<file path="config.mk">
export PLATFORM = sky130hd
export DESIGN_NAME = otdr_shot_sequencer_flat
export DESIGN_NICKNAME = d
export VERILOG_FILES = /design/src/rtl/otdr_shot_sequencer_if.sv /design/src/rtl/otdr_shot_sequencer.sv /design/src/flat_wrapper.sv
export SDC_FILE = /design/constraint.sdc
export NUM_CORES = 1
export LEC_CHECK = 0
export CORE_MARGIN = 3
export CORE_UTILIZATION = 56
export DETAILED_ROUTE_END_ITERATION = 6
export PLACE_DENSITY = 0.81
export SLEW_MARGIN = 30
export SYNTH_ARGS = -nofsm -noshare
export SYNTH_HDL_FRONTEND = slang
export SYNTH_SLANG_ARGS = --single-unit
</file>
<file path="constraint.sdc">
create_clock -name clock -period 5.86 [get_ports clock]
set_clock_uncertainty 0.05 [all_clocks]
set_input_delay 0.879 -clock clock [delete_from_list [all_inputs] [get_ports clock]]
set_output_delay 0.879 -clock clock [all_outputs]
set_load 0.02 [all_outputs]
</file>
<file path="src/rtl/otdr_shot_sequencer_if.sv">
// OTDR shot sequencer bus: command/config inputs and registered status.
// master = controller side, slave = sequencer side (ext_trig only with OTDR_EXT_TRIG_EN).
interface otdr_shot_sequencer_if #(
   parameter int WIDTH_W  = 8,
   parameter int PERIOD_W = 16,
   parameter int SHOT_W   = 16
);
   logic                start;
   logic                abort;
   logic [WIDTH_W-1:0]  pulse_width;
   logic [PERIOD_W-1:0] pulse_period;
   logic [PERIOD_W-1:0] acq_len;
   logic [SHOT_W-1:0]   num_shots;
   logic                pulse_out;
   logic                acq_valid;
   logic [PERIOD_W-1:0] sample_idx;
   logic [SHOT_W-1:0]   shot_idx;
   logic                busy;
   logic                done;
   logic                aborted;
   logic                cfg_err;
`ifdef OTDR_EXT_TRIG_EN
   logic                ext_trig;
`endif

   modport master (
      output start, abort, pulse_width, pulse_period,
      output acq_len, num_shots,
`ifdef OTDR_EXT_TRIG_EN
      output ext_trig,
`endif
      input  pulse_out, acq_valid, sample_idx, shot_idx,
      input  busy, done, aborted, cfg_err
   );

   modport slave (
      input  start, abort, pulse_width, pulse_period,
      input  acq_len, num_shots,
`ifdef OTDR_EXT_TRIG_EN
      input  ext_trig,
`endif
      output pulse_out, acq_valid, sample_idx, shot_idx,
      output busy, done, aborted, cfg_err
   );
endinterface

</file>
<file path="src/rtl/otdr_shot_sequencer.sv">
// OTDR shot sequencer: fires a burst of laser pulses, opens acquisition windows.
// Ports: clock, reset_async (async, active-high), bus (slave). Option: OTDR_EXT_TRIG_EN.
module otdr_shot_sequencer #(
   parameter int WIDTH_W  = 8,
   parameter int PERIOD_W = 16,
   parameter int SHOT_W   = 16
) (
   input  logic clock,
   input  logic reset_async,
   otdr_shot_sequencer_if.slave bus
);
   typedef enum logic [2:0] {
      IDLE, CHECK, SHOT, DONE
`ifdef OTDR_EXT_TRIG_EN
      , WAIT_TRIG
`endif
   } state_t;

   localparam logic [PERIOD_W-1:0] P_ONE = PERIOD_W'(1);
   localparam logic [PERIOD_W-1:0] P_TWO = PERIOD_W'(2);
   localparam logic [SHOT_W-1:0]   S_ONE = SHOT_W'(1);

   state_t              state_q, state_d;
   logic [PERIOD_W-1:0] p_q, p_d;
   logic [SHOT_W-1:0]   shot_q, shot_d;
   logic [PERIOD_W-1:0] width_q, width_d;
   logic [PERIOD_W-1:0] period_q, period_d;
   logic [PERIOD_W-1:0] len_q, len_d;
   logic [SHOT_W-1:0]   nshots_q, nshots_d;
   logic                pulse_q, pulse_d;
   logic                acqv_q, acqv_d;
   logic [PERIOD_W-1:0] sidx_q, sidx_d;
   logic [SHOT_W-1:0]   shot_o_q, shot_o_d;
   logic                busy_q, busy_d;
   logic                done_q, done_d;
   logic                abrt_q, abrt_d;
   logic                err_q, err_d;

   logic [PERIOD_W-1:0] w_in;
   logic                cfg_bad;
   state_t              run_st;

`ifdef OTDR_EXT_TRIG_EN
   logic [2:0] sync_q, sync_d;
   logic       trig_edge;

   // [1:0] is the synchronizer, [2] the previous sample for edge detect
   assign sync_d    = {sync_q[1:0], bus.ext_trig};
   assign trig_edge = sync_q[1] & ~sync_q[2];
   assign run_st    = WAIT_TRIG;
`else
   assign run_st    = SHOT;
`endif

   assign w_in    = PERIOD_W'(bus.pulse_width);
   assign cfg_bad = (w_in == '0) || (bus.num_shots == '0)
                 || (w_in >= bus.pulse_period)
                 || (bus.acq_len > bus.pulse_period)
                 || (bus.pulse_period < P_TWO);

   always_comb begin
      state_d  = state_q;
      p_d      = p_q;
      shot_d   = shot_q;
      width_d  = width_q;
      period_d = period_q;
      len_d    = len_q;
      nshots_d = nshots_q;
      pulse_d  = 1'b0;
      acqv_d   = 1'b0;
      sidx_d   = '0;
      shot_o_d = shot_o_q;
      done_d   = 1'b0;
      abrt_d   = 1'b0;
      err_d    = 1'b0;
      unique case (state_q)
         IDLE: begin
            if (bus.start) state_d = CHECK;
         end
         CHECK: begin
            width_d  = w_in;
            period_d = bus.pulse_period;
            len_d    = bus.acq_len;
            nshots_d = bus.num_shots;
            p_d      = '0;
            shot_d   = '0;
            shot_o_d = '0;
            if (bus.abort) begin
               abrt_d  = 1'b1;
               state_d = IDLE;
            end else if (cfg_bad) begin
               err_d   = 1'b1;
               state_d = IDLE;
            end else begin
               state_d = run_st;
            end
         end
         SHOT: begin
            if (bus.abort) begin
               abrt_d  = 1'b1;
               state_d = IDLE;
            end else begin
               // outputs trail p by one edge, shot_idx aligned with them
               pulse_d  = p_q < width_q;
               acqv_d   = p_q < len_q;
               sidx_d   = (p_q < len_q) ? p_q : '0;
               shot_o_d = shot_q;
               if (p_q == period_q - P_ONE) begin
                  if (shot_q < nshots_q - S_ONE) begin
                     shot_d  = shot_q + S_ONE;
                     p_d     = '0;
                     state_d = run_st;
                  end else begin
                     state_d = DONE;
                  end
               end else begin
                  p_d = p_q + P_ONE;
               end
            end
         end
         DONE: begin
            done_d  = 1'b1;
            state_d = IDLE;
         end
`ifdef OTDR_EXT_TRIG_EN
         WAIT_TRIG: begin
            if (bus.abort) begin
               abrt_d  = 1'b1;
               state_d = IDLE;
            end else if (trig_edge) begin
               state_d = SHOT;
            end
         end
`endif
         default: state_d = IDLE;
      endcase
      busy_d = (state_d != IDLE) && (state_d != DONE);
   end

   always_ff @(posedge clock or posedge reset_async) begin
      if (reset_async) begin
         state_q  <= IDLE;
         p_q      <= '0;
         shot_q   <= '0;
         width_q  <= '0;
         period_q <= '0;
         len_q    <= '0;
         nshots_q <= '0;
         pulse_q  <= 1'b0;
         acqv_q   <= 1'b0;
         sidx_q   <= '0;
         shot_o_q <= '0;
         busy_q   <= 1'b0;
         done_q   <= 1'b0;
         abrt_q   <= 1'b0;
         err_q    <= 1'b0;
`ifdef OTDR_EXT_TRIG_EN
         sync_q   <= '0;
`endif
      end else begin
         state_q  <= state_d;
         p_q      <= p_d;
         shot_q   <= shot_d;
         width_q  <= width_d;
         period_q <= period_d;
         len_q    <= len_d;
         nshots_q <= nshots_d;
         pulse_q  <= pulse_d;
         acqv_q   <= acqv_d;
         sidx_q   <= sidx_d;
         shot_o_q <= shot_o_d;
         busy_q   <= busy_d;
         done_q   <= done_d;
         abrt_q   <= abrt_d;
         err_q    <= err_d;
`ifdef OTDR_EXT_TRIG_EN
         sync_q   <= sync_d;
`endif
      end
   end

   assign bus.pulse_out  = pulse_q;
   assign bus.acq_valid  = acqv_q;
   assign bus.sample_idx = sidx_q;
   assign bus.shot_idx   = shot_o_q;
   assign bus.busy       = busy_q;
   assign bus.done       = done_q;
   assign bus.aborted    = abrt_q;
   assign bus.cfg_err    = err_q;
endmodule
</file>
<file path="src/flat_wrapper.sv">
// flat-port wrapper written by rule: the top's interface ports become plain ports
module otdr_shot_sequencer_flat 
#(
   parameter int WIDTH_W  = 8,
   parameter int PERIOD_W = 16,
   parameter int SHOT_W   = 16
)
  (clock, reset_async, bus_start, bus_abort, bus_pulse_width, bus_pulse_period, bus_acq_len, bus_num_shots, bus_pulse_out, bus_acq_valid, bus_sample_idx, bus_shot_idx, bus_busy, bus_done, bus_aborted, bus_cfg_err);
  otdr_shot_sequencer_if #(.WIDTH_W(WIDTH_W), .PERIOD_W(PERIOD_W), .SHOT_W(SHOT_W)) bus_i ();
  input  logic clock;
  input  logic reset_async;
  input wire logic [$bits(bus_i.start)-1:0] bus_start;
  input wire logic [$bits(bus_i.abort)-1:0] bus_abort;
  input wire logic [$bits(bus_i.pulse_width)-1:0] bus_pulse_width;
  input wire logic [$bits(bus_i.pulse_period)-1:0] bus_pulse_period;
  input wire logic [$bits(bus_i.acq_len)-1:0] bus_acq_len;
  input wire logic [$bits(bus_i.num_shots)-1:0] bus_num_shots;
  output wire logic [$bits(bus_i.pulse_out)-1:0] bus_pulse_out;
  output wire logic [$bits(bus_i.acq_valid)-1:0] bus_acq_valid;
  output wire logic [$bits(bus_i.sample_idx)-1:0] bus_sample_idx;
  output wire logic [$bits(bus_i.shot_idx)-1:0] bus_shot_idx;
  output wire logic [$bits(bus_i.busy)-1:0] bus_busy;
  output wire logic [$bits(bus_i.done)-1:0] bus_done;
  output wire logic [$bits(bus_i.aborted)-1:0] bus_aborted;
  output wire logic [$bits(bus_i.cfg_err)-1:0] bus_cfg_err;
  assign bus_i.start = bus_start;
  assign bus_i.abort = bus_abort;
  assign bus_i.pulse_width = bus_pulse_width;
  assign bus_i.pulse_period = bus_pulse_period;
  assign bus_i.acq_len = bus_acq_len;
  assign bus_i.num_shots = bus_num_shots;
  assign bus_pulse_out = bus_i.pulse_out;
  assign bus_acq_valid = bus_i.acq_valid;
  assign bus_sample_idx = bus_i.sample_idx;
  assign bus_shot_idx = bus_i.shot_idx;
  assign bus_busy = bus_i.busy;
  assign bus_done = bus_i.done;
  assign bus_aborted = bus_i.aborted;
  assign bus_cfg_err = bus_i.cfg_err;
  otdr_shot_sequencer #(.WIDTH_W(WIDTH_W), .PERIOD_W(PERIOD_W), .SHOT_W(SHOT_W)) u_core (.clock(clock), .reset_async(reset_async), .bus(bus_i));
endmodule
</file>
==> impl_metrics.env <==
export IMPL_outcome="finished, final reports clean"
export IMPL_worstMarginPinSlew_ns=0.858
export IMPL_synthMuxAreaShare=0.0172
export IMPL_layout_setup_ws_ns=1.17
export IMPL_cts_root_buf="clkbuf_16"
export IMPL_synth_edf_count=0
export IMPL_grt_max_degree=83
export IMPL_p_total_mw=2.76
export IMPL_fin_tns_setup_ns=0
export IMPL_die_w_microns=123
export IMPL_critPathArrivalTime_ns=4.98
export IMPL_sw_frac_of_total=0.283
export IMPL_postSynthAreaPerCell_sq_um=9.02
export IMPL_synthFlopType="dfrtp_1"
export IMPL_synthCells=857
export IMPL_drcViolationCount=0
export IMPL_grt_pass1_wl_mm=31.1
export IMPL_hpwl_mm=13.4
export IMPL_clkPwrFrac=0.407
export IMPL_io_pins=98
export IMPL_cts_tree="done"
export IMPL_start_util=0.579
export IMPL_areaGrowthSynthToFinish_pct=22.2
export IMPL_nets=1071
export IMPL_holdPathEnd="u_core.width_q[0]$_DFFE_PP0P_"
export IMPL_vias_per_cell=5.81
export IMPL_cts_resized=0
export IMPL_p_leak_nw=4.38
export IMPL_rr_endpoint="u_core.shot_q[14]$_DFFE_PP0P_"
export IMPL_gr_total_overflow=0
export IMPL_syn_nets=982
export IMPL_power_switching_mw=0.782
export IMPL_synth_xor_area_frac=0.0431
export IMPL_rsz0062_at_grt="no"
export IMPL_ys_seq_elements=129
export IMPL_crit_chain="or4_1, nor4_1, nand2_1, or2_2, nor4_1, xnor2_1, ha_1, and4_1, a31o_2, a221o_1, nor2_1, nand2_1, or3_4, or3_2, a21oi_1"
export IMPL_io_buffers=97
export IMPL_synth_yosys_warnings=0
export IMPL_cp_max_fo=23
export IMPL_internal_power_mw=1.98
export IMPL_cp_num_cells=15
export IMPL_wire_per_inst_microns=16.3
export IMPL_critPathKind="flip-flop to flip-flop"
export IMPL_rrSetupSlack_ns=1.17
export IMPL_fillers=1008
export IMPL_synth_top_area_share=0.418
export IMPL_wirelength_mm=18.5
export IMPL_clk_path_buf_depth=2
export IMPL_r2r_cells=15
export IMPL_cts_buffers=17
export IMPL_diodes=0
export IMPL_pwr_share_comb=0.198
export IMPL_end_kind="flip-flop"
export IMPL_hold_depth=2
export IMPL_clock_fmax_mhz=213
export IMPL_hold_path_class="flip-flop to flip-flop"
export IMPL_synth_area_leaders="dfrtp_1 42%, ha_1 11%, nand2_1 7.8%"
export IMPL_cp_top_family="simple AND/OR/NAND/NOR gates"
export IMPL_synth_top_family_by_area="simple AND/OR/NAND/NOR gates"
export IMPL_ys_seq_area_frac=0.418
export IMPL_yosys_area_share_simple=0.234
export IMPL_syn_area_sq_mm=0.00773
export IMPL_antenna_found_initial=0
export IMPL_die_h_microns=123
export IMPL_cp_required_ns=6.14
export IMPL_vias=6595
export IMPL_htreeDepth=4
export IMPL_finalSetupViolCount=0
export IMPL_r2r_start="u_core.nshots_q[4]$_DFFE_PP0P_"
export IMPL_track_usage=0.260
export IMPL_first_iter_violations=577
export IMPL_crit_slowest_cell="or4_1"
export IMPL_ir_drop_uv=199
export IMPL_drv_cap=0
export IMPL_yosysTopAreaCell="dfrtp_1"
export IMPL_period_needed_ns=4.69
export IMPL_holdCritStartpoint="u_core.width_q[0]$_DFFE_PP0P_"
export IMPL_grt_pass1_vias=6326
export IMPL_max_stage_delay_ns=0.60
export IMPL_ant_nets=0
export IMPL_slew_violations=0
export IMPL_first_pass_iters=5
export IMPL_max_slew_margin_rel=0.428
export IMPL_routabilityCongestion=0.885
export IMPL_power_density_mw_per_mm2=293
export IMPL_place_ws_ns=1.21
export IMPL_critPathBufInv=0
export IMPL_ys_types=69
export IMPL_clk_pin_slew_ns=0.05
export IMPL_p_seq_frac=0.394
export IMPL_dieArea_sq_mm=0.0152
export IMPL_post_cts_buffers=0
export IMPL_synthArstFlopShare=1.00
export IMPL_ctsHoldBuffers=0
export IMPL_timing_hold_ws_ns=0.441
export IMPL_cts_sinks=129
export IMPL_design_core_area_sq_mm=0.0133
export IMPL_finalCritPeriodShare=0.801
export IMPL_synthAdderAreaFrac=0.105
export IMPL_drive_gt1_frac=0.0636
export IMPL_synth_compound_area_frac=0.135
export IMPL_finalHoldViolations=0
export IMPL_rows=42
export IMPL_critPathLaunchType="flip-flop"
export IMPL_clk_latency_ns=0.42
[power groups by stage]
stage | Combinational (mW) | Sequential [mW] | Clock, mW
finish | 0.548 | 1.09 | 1.13
global route | 0.622 | 1.10 | 1.17
CTS | 0.547 | 1.09 | 1.13
detailed placement | 0.536 | 1.10 | 0
global placement | 0.517 | 1.09 | 0
floorplan | 0.380 | 1.08 | 0
[state kept, by name, indices dropped and copies added, names as in the netlist]
signal,cells
u_core.bus.pulse_out,1
u_core.bus.acq_valid,1
u_core.bus.aborted,1
u_core.shot_q,16
u_core.nshots_q,16
u_core.state_q,3
u_core.p_q,16
u_core.bus.shot_idx,16
u_core.len_q,16
u_core.period_q,16
u_core.bus.busy,1
u_core.bus.sample_idx,16
u_core.bus.cfg_err,1
u_core.bus.done,1
u_core.width_q,8
[area by class of cell]
cell class	count	area, sq um	share of cell area
Tap cell	176	220	0.0233
Inverter	58	220	0.0233
Clock buffer	22	474	0.0502
Sequential cell	129	3230	0.342
Timing Repair Buffer	101	1000	0.106
Clock inverter	10	156	0.0166
Multi-Input combinational cell	639	4140	0.439
[cells in the mapped netlist, types with 3 or more instances]
master and count:
a211oi_1 12, a21o_1 13, a21oi_1 27, a221oi_1 4
a22oi_1 3, a31oi_1 4, and2_1 20, and3_1 8
and4_1 6, buf_1 4, clkbuf_1 22, dfrtp_1 129
ha_1 65, inv_1 58, mux2i_1 11, nand2_1 160
nand2b_1 8, nand3_1 32, nand4_1 10, nor2_1 37
nor2b_1 4, nor3_1 23, nor3b_1 7, nor4_1 18
o211a_1 3, o211ai_1 5, o21a_1 3, o21ai_0 59
o31ai_1 5, or3_1 5, or3_2 3, or4_1 6
xnor2_1 27, xor2_1 11
[kinds of logic after synthesis]
kind of cell | Yosys count
AND/OR/NAND/NOR | 362
XOR/XNOR | 38
AO/OA/AOI/OAI | 160
buffers and inverters | 89
other | 1
flip-flops | 129
multiplexers | 13
adder cells (fa/ha/maj) | 65
[cell usage in the layout, fill, tap and decap left out, drive strengths merged, types with 9 or more instances in the layout]
cell	instances
a211oi	12
nand3	32
or3	10
and2	21
clkdlybuf4s50	97
o21ai	60
ha	65
mux2i	11
nor2	37
dfrtp	129
clkbuf	22
nor4	19
xor2	11
and3	9
a21o	13
a21oi	27
nand4	10
xnor2	27
nand2	160
inv	58
nor3	23
[per-stage QoR]
| stage | utilization | instances | area (sq um) |
|---|---|---|---|
| detailed placement | 0.660 | 1103 | 8810 |
| global placement | 0.660 | 1103 | 8810 |
| global route | 0.707 | 1135 | 9440 |
| CTS | 0.707 | 1135 | 9440 |
| finish | 0.707 | 1135 | 9440 |
| floorplan | - | 857 | 7730 |
[worst reg2reg max path, cell delays in order (launching register included)]
cell     delay (ns)
dfrtp_1        0.40
or4_1          0.60
nor4_1         0.27
nand2_1        0.14
or2_2          0.31
nor4_1         0.25
xnor2_1        0.16
ha_1           0.26
and4_1         0.22
a31o_2         0.25
a221o_1        0.28
nor2_1         0.19
nand2_1        0.14
or3_4          0.46
or3_2          0.48
a21oi_1        0.16
[worst max path at each step]
| stage | to | from |
|---|---|---|
| 3_3_place_gp | u_core.shot_q[15]$_DFFE_PP0P_ | u_core.nshots_q[4]$_DFFE_PP0P_ |
| 5_1_grt | u_core.p_q[13]$_DFFE_PP0P_ | u_core.nshots_q[4]$_DFFE_PP0P_ |
| 6_report | u_core.shot_q[14]$_DFFE_PP0P_ | u_core.nshots_q[4]$_DFFE_PP0P_ |
| 2_1_floorplan | u_core.bus.aborted$_DFF_PP0_ | reset_async |
| 4_1_cts | u_core.shot_q[14]$_DFFE_PP0P_ | u_core.nshots_q[4]$_DFFE_PP0P_ |
| 3_5_place_dp | u_core.shot_q[15]$_DFFE_PP0P_ | u_core.nshots_q[4]$_DFFE_PP0P_ |
[routing by layer]
layer	wire, microns	global-route usage
met5	0	0
met4	350	0.0858
met3	1170	0.0499
met2	8520	0.404
met1	8450	0.368
(Power assumes the default switching activity.)
